<file path="config.mk">
export PLATFORM = sky130hd
export DESIGN_NAME = bus_usart_bridge
export DESIGN_NICKNAME = d
export VERILOG_FILES = /design/src/rtl/bus_usart_bridge.sv
export SDC_FILE = /design/constraint.sdc
export NUM_CORES = 1
export LEC_CHECK = 0
export CORE_ASPECT_RATIO = 0.9
export CORE_UTILIZATION = 40
export DETAILED_ROUTE_END_ITERATION = 10
export SYNTH_ARGS = -nofsm -noshare
export SYNTH_HDL_FRONTEND = slang
export SYNTH_SLANG_ARGS = --single-unit
</file>
<file path="constraint.sdc">
create_clock -name clk -period 6.4 [get_ports clk]
set_input_delay 1.28 -clock clk [delete_from_list [all_inputs] [get_ports clk]]
set_output_delay 1.28 -clock clk [all_outputs]
set_load 0.02 [all_outputs]
</file>
<file path="src/rtl/bus_usart_bridge.sv">
// -----------------------------------------------------------------------------
// bus_usart_bridge
//
// Buffered bridge from the Computie bus write path to the usart_ctrl
// transmitter. Each bus write cycle contributes exactly one data beat. The beat
// is zero-extended to a byte and queued in a FIFO. A send state machine drains
// the FIFO into usart_ctrl with a write-strobe/busy handshake. A sticky flag
// records writes that were dropped because the FIFO was full.
//
// Parameters
//   BITWIDTH   width of the bus data beat (1..8)
//   DEPTH      FIFO entries (power of two, >= 2)
//   USART_CMD  command code presented with every byte
//
// Ports
//   clk             system clock, rising edge
//   reset_n         synchronous active-low reset
//   read_write      bus direction; 0 = write cycle
//   from_bus        demuxed bus data beat
//   usart_busy      usart_ctrl is transmitting
//   clear_overflow  single-cycle pulse that clears overflow
//   usart_write     single-cycle transmit strobe
//   usart_cmd       command code to usart_ctrl
//   usart_data      byte to usart_ctrl
//   fifo_count      entries currently queued
//   overflow        sticky: a write was dropped on a full FIFO
// -----------------------------------------------------------------------------
module bus_usart_bridge #(
    parameter int         BITWIDTH  = 2,
    parameter int         DEPTH     = 8,
    parameter logic [2:0] USART_CMD = 3'd1
) (
    input  logic                     clk,
    input  logic                     reset_n,
    input  logic                     read_write,
    input  logic [BITWIDTH-1:0]      from_bus,
    input  logic                     usart_busy,
    input  logic                     clear_overflow,
    output logic                     usart_write,
    output logic [2:0]               usart_cmd,
    output logic [7:0]               usart_data,
    output logic [$clog2(DEPTH):0]   fifo_count,
    output logic                     overflow
);

    localparam int AW = $clog2(DEPTH);
    localparam int CW = AW + 1;

    typedef enum logic [1:0] {
        S_IDLE,
        S_STROBE,
        S_WAIT_ACK,
        S_WAIT_DONE
    } state_t;

    state_t          state;
    state_t          state_next;

    logic            rw_q;
    logic [7:0]      mem [DEPTH];
    logic [AW-1:0]   wr_ptr;
    logic [AW-1:0]   rd_ptr;
    logic [1:0]      tcnt;

    logic            push_req;
    logic            push_ok;
    logic            pop;
    logic            tcnt_clr;
    logic            tcnt_inc;

    // One push per write cycle: only the first low sample of read_write counts.
    assign push_req = rw_q & ~read_write;

    // A full FIFO still accepts a push when the head leaves on the same edge.
    assign push_ok  = push_req & ((fifo_count < CW'(DEPTH)) | pop);

    // -------------------------------------------------------------------------
    // Send FSM: next state and control strobes
    // -------------------------------------------------------------------------
    always_comb begin
        // NOTE: every output of this block gets a default before the case so no
        // path can leave one unassigned and infer a latch.
        state_next = state;
        pop        = 1'b0;
        tcnt_clr   = 1'b0;
        tcnt_inc   = 1'b0;

        case (state)
            S_IDLE: begin
                if (fifo_count != '0 && !usart_busy) begin
                    pop        = 1'b1;
                    state_next = S_STROBE;
                end
            end
            S_STROBE: begin
                tcnt_clr   = 1'b1;
                state_next = S_WAIT_ACK;
            end
            S_WAIT_ACK: begin
                // Give usart_ctrl four cycles to raise busy; if it never does,
                // assume the strobe was consumed and move on.
                if (usart_busy) begin
                    state_next = S_WAIT_DONE;
                end else if (tcnt == 2'd3) begin
                    state_next = S_IDLE;
                end else begin
                    tcnt_inc = 1'b1;
                end
            end
            S_WAIT_DONE: begin
                if (!usart_busy) begin
                    state_next = S_IDLE;
                end
            end
            default: state_next = S_IDLE;
        endcase
    end

    always_ff @(posedge clk) begin
        // NOTE: sequential state is always assigned with <= so every register
        // samples pre-edge values regardless of statement order.
        if (!reset_n) begin
            state <= S_IDLE;
        end else begin
            state <= state_next;
        end
    end

    // -------------------------------------------------------------------------
    // Write detect. rw_q follows the bus even while reset is asserted, so a
    // write cycle already in progress at reset release is not seen as a new
    // 1->0 transition. With the bus idle during reset it holds 1.
    // -------------------------------------------------------------------------
    always_ff @(posedge clk) begin
        rw_q <= read_write;
    end

    // -------------------------------------------------------------------------
    // FIFO storage
    // -------------------------------------------------------------------------
    // NOTE: the storage array has no reset; entries are only ever read after
    // being written, and the pointers/count carry all the reset state.
    always_ff @(posedge clk) begin
        if (reset_n && push_ok) begin
            mem[wr_ptr] <= 8'(from_bus);
        end
    end

    // -------------------------------------------------------------------------
    // Pointers, count, overflow, transmit registers, timeout counter
    // -------------------------------------------------------------------------
    always_ff @(posedge clk) begin
        if (!reset_n) begin
            wr_ptr      <= '0;
            rd_ptr      <= '0;
            fifo_count  <= '0;
            overflow    <= 1'b0;
            usart_write <= 1'b0;
            usart_cmd   <= 3'd0;
            usart_data  <= 8'd0;
            tcnt        <= 2'd0;
        end else begin
            usart_write <= pop;

            if (pop) begin
                usart_data <= mem[rd_ptr];
                usart_cmd  <= USART_CMD;
                rd_ptr     <= rd_ptr + AW'(1);
            end

            if (push_ok) begin
                wr_ptr <= wr_ptr + AW'(1);
            end

            case ({push_ok, pop})
                2'b10:   fifo_count <= fifo_count + CW'(1);
                2'b01:   fifo_count <= fifo_count - CW'(1);
                default: fifo_count <= fifo_count;
            endcase

            // A drop in the same cycle as a clear leaves the flag set.
            if (push_req && !push_ok) begin
                overflow <= 1'b1;
            end else if (clear_overflow) begin
                overflow <= 1'b0;
            end

            if (tcnt_clr) begin
                tcnt <= 2'd0;
            end else if (tcnt_inc) begin
                tcnt <= tcnt + 2'd1;
            end
        end
    end

endmodule
</file>
==> reports/qor.csv <==
stage;metric;value;unit
outcome;status;finished clean;
floorplanning;fp.coreArea;3810;µm²
timing;rsz0062_at_grt;no;
timing;maxSlewHeadroom;53.4;%
worst_setup_path;reg2reg_from;fifo_count[0]$_SDFFE_PN0P_;
clock_network;cts_tree;done;
drt;first_iter_violations;34;
floorplanning;die_area;4350;µm²
flow_run;maxCapViolations;0;
cells_and_area;final_common_cell;dfxtp_1;
clock_network;cts_hold_buf;0;
drt;firstDrtPassIters;4;
worst_setup_path;path_class;primary input to flop;
drt;remaining_drc_errors;0;
worst_setup_path;reg2regPathDepth;9;
worst_setup_path;worst_setup_path_end_kind;flop;
cells_and_area;area_growth_syn_to_layout;15.6;%
logic_synthesis;synth_seq_cells;36;
power_and_ir_drop;vdd_drop_max;0.139;mV
clock_network;clock_path_buffers;2;
worst_setup_path;r2r_slack;3.81;ns
logic_synthesis;synth_area;1640;µm²
logic_synthesis;syn_area_per_cell;11.9;µm²
worst_setup_path;slowest_stage;clkdlybuf4s50_1;
worst_hold_path;hold_end;usart_cmd[0]$_SDFFE_PN0P_;
timing;fmax;282;MHz
worst_setup_path;arrival;3.77;ns
timing;clock_skew;0.00828;ns
clock_network;htreeDepth;2;
grt;overflow;0;
drt;wl;2820;µm
grt;busiest_layer;met2;
power_and_ir_drop;power_density;391;nW/µm²
clock_network;cts_setup_buffers;0;
worst_setup_path;cp.required;6.63;ns
logic_synthesis;ys_seq_area_share;53.9;%
clock_network;ctsResizeCount;0;
worst_setup_path;cp_cell_sequence;clkdlybuf4s50_1 > nor3_1 > and2_1 > ha_1 > xor2_1 > ha_1 > a21oi_1 > xor2_1 > or3_1 > a21boi_1;
floorplanning;ios;24;
grt;met2_usage;23.9;%
timing;finalSetupTns;0;ns
timing;fin_crit_sh;55.3;%
clock_network;clkTransAtPathRegs;0.08;ns
clock_network;cts_root_buf;clkbuf_8;
power_and_ir_drop;leakagePower;0.675;nW
timing;hold_violations;0;
place;place_congestion;0.654;
timing;worst_slew_pin_slew;0.697;ns
worst_hold_path;min_delay_path_depth;1;
timing;setup-violations-final;0;
drt;vias_per_cell;5.07;
grt;grt_pass1_vias;1081;
worst_hold_path;holdCritStartpoint;usart_cmd[0]$_SDFFE_PN0P_;
worst_setup_path;reg2reg_to;fifo_count[2]$_SDFFE_PN0P_;
worst_setup_path;start_kind;primary input;
grt;grtUsageTotal;14.5;%
cells_and_area;layout-drive-gt1-share;8.39;%
timing;slew_violations;0;
worst_setup_path;cpPeakStageDelay;0.48;ns
worst_setup_path;cp_max_fo;10;
place;port_buffers;15;
drt;drtAntennaViolNets;0;
power_and_ir_drop;fin_total_pwr;0.739;mW
cells_and_area;fin_nets;167;
grt;grtUsageMet1;17.5;%
grt;grt_max_degree;24;
floorplanning;row_count;21;
cells_and_area;n_antenna_cell;0;
cells_and_area;final_cell_mix;dfxtp_1, edfxtp_1, clkdlybuf4s50_1;
clock_network;numCtsBuffers;5;
logic_synthesis;yosysUniqueCellTypes;32;
cells_and_area;fillers;322;
floorplanning;die_w;69.4;µm
clock_network;cts.sinks;36;
place;place_hpwl;2010;µm
grt;antenna_found_initial;0;
timing;period_minus_slack;3.54;ns
grt;met3_usage;4.52;%
logic_synthesis;postSynthCellCount;138;
floorplanning;start_util;42.9;%
floorplanning;die_y;62.7;µm
grt;grt_pass1_wl;4840;µm
worst_hold_path;holdCritPathClass;flop to flop;
logic_synthesis;ys_warn_count;0;
clock_network;clock_latency;0.29;ns
drt;routedWlPerCell;14.0;µm
drt;vias;1019;
## cell type report
| cell class | instances | area, µm² | share of cell area (%) |
|---|---|---|---|
| clock inverters | 2 | 35.0 | 1.85 |
| flip-flops and latches | 36 | 881 | 46.6 |
| multi-input cells | 96 | 694 | 36.7 |
| repair buffers | 15 | 150 | 7.94 |
| clock buffers | 6 | 72.6 | 3.84 |
| well taps | 46 | 57.6 | 3.04 |
## worst max path at each step
stage / from / to / slack (ns) / cells past startpoint
after floorplan: usart_busy / fifo_count[2]$_SDFFE_PN0P_ / 3.37 / 9
after global routing: usart_busy / fifo_count[2]$_SDFFE_PN0P_ / 2.57 / 10
after global placement: usart_busy / fifo_count[2]$_SDFFE_PN0P_ / 2.69 / 10
after detailed placement: usart_busy / fifo_count[2]$_SDFFE_PN0P_ / 2.55 / 10
final: usart_busy / fifo_count[2]$_SDFFE_PN0P_ / 2.86 / 10
after CTS: usart_busy / fifo_count[2]$_SDFFE_PN0P_ / 2.86 / 10
## flip-flops by register name (all words and copies together) (netlist names)
name         cells
overflow         1
usart_write      1
usart_cmd        1
mem             16
tcnt             2
state            2
fifo_count       4
rw_q             1
usart_data       2
rd_ptr           3
wr_ptr           3
## metrics by stage
stage / util, % / cell area, µm² / std cells / hold slack [ns] / setup WS (ns)
final: 49.6 / 1890 / 201 / 0.479 / 2.86
after global routing: 49.6 / 1890 / 201 / 0.515 / 2.57
after CTS: 49.6 / 1890 / 201 / 0.489 / 2.86
after detailed placement: 46.8 / 1780 / 193 / 0.471 / 2.55
after global placement: 46.8 / 1780 / 193 / 0.454 / 2.69
after floorplan: - / 1660 / 145 / 0.461 / 3.37
## cell families (layout without fill, tap and decap cells)
| group | Yosys count | after routing | synth area share [%] |
|---|---|---|---|
| AO/OA/AOI/OAI | 18 | 18 | 7.34 |
| XOR/XNOR | 7 | 7 | 3.75 |
| adder cells (fa/ha/maj) | 6 | 6 | 4.59 |
| buffers and inverters | 13 | 23 | 5.28 |
| flip-flops | 36 | 36 | 53.9 |
| multiplexers | 10 | 10 | 9.18 |
| other | 1 | 8 | 0.229 |
| AND/OR/NAND/NOR | 47 | 47 | 15.8 |
## per-layer routing
| layer | wire [µm] | vias to the layer above |
|---|---|---|
| li1 | - | 507 |
| met1 | 1350 | 483 |
| met2 | 1320 | 23 |
| met3 | 95 | 6 |
| met4 | 53 | 0 |
| met5 | 0 | - |
## critical path, delay by kind of cell
kind | cells | cell delay [ns]
AND/OR/NAND/NOR | 3 | 1.01
adder cells (fa/ha/maj) | 2 | 0.49
buffers and inverters | 1 | 0.48
XOR/XNOR | 2 | 0.33
AO/OA/AOI/OAI | 2 | 0.17
## cell usage after synthesis (all sizes together)
master  count  area share [%]
a21boi      5             2.3
a21oi       4             1.2
a31oi       1            0.38
and2        6             2.3
and3        1            0.38
buf         9             4.4
clkbuf      4            0.92
conb        1            0.23
dfxtp      20              24
edfxtp     16              29
ha          6             4.6
mux2i       6             3.7
mux4        4             5.5
nand2       6             1.4
nand2b      5             1.9
nand3       5             1.5
nand3b      1            0.46
nor2        7             1.6
nor2b       6             2.3
nor3        5             1.5
nor4b       1            0.54
o21a        2            0.92
o21ai       4             1.2
o31ai       1            0.76
o32ai       1            0.54
or2         1            0.38
or3         2            0.76
or4         1            0.69
xnor2       4             2.1
xor2        3             1.6
## power breakdown
group / total (mW) / internal (mW) / leakage (nW) / switching, mW
logic: 0.234 / 0.118 / 0.313 / 0.116
registers: 0.308 / 0.272 / 0.307 / 0.0363
clock network: 0.197 / 0.116 / 0.0552 / 0.0809
(Power assumes the default switching activity.)
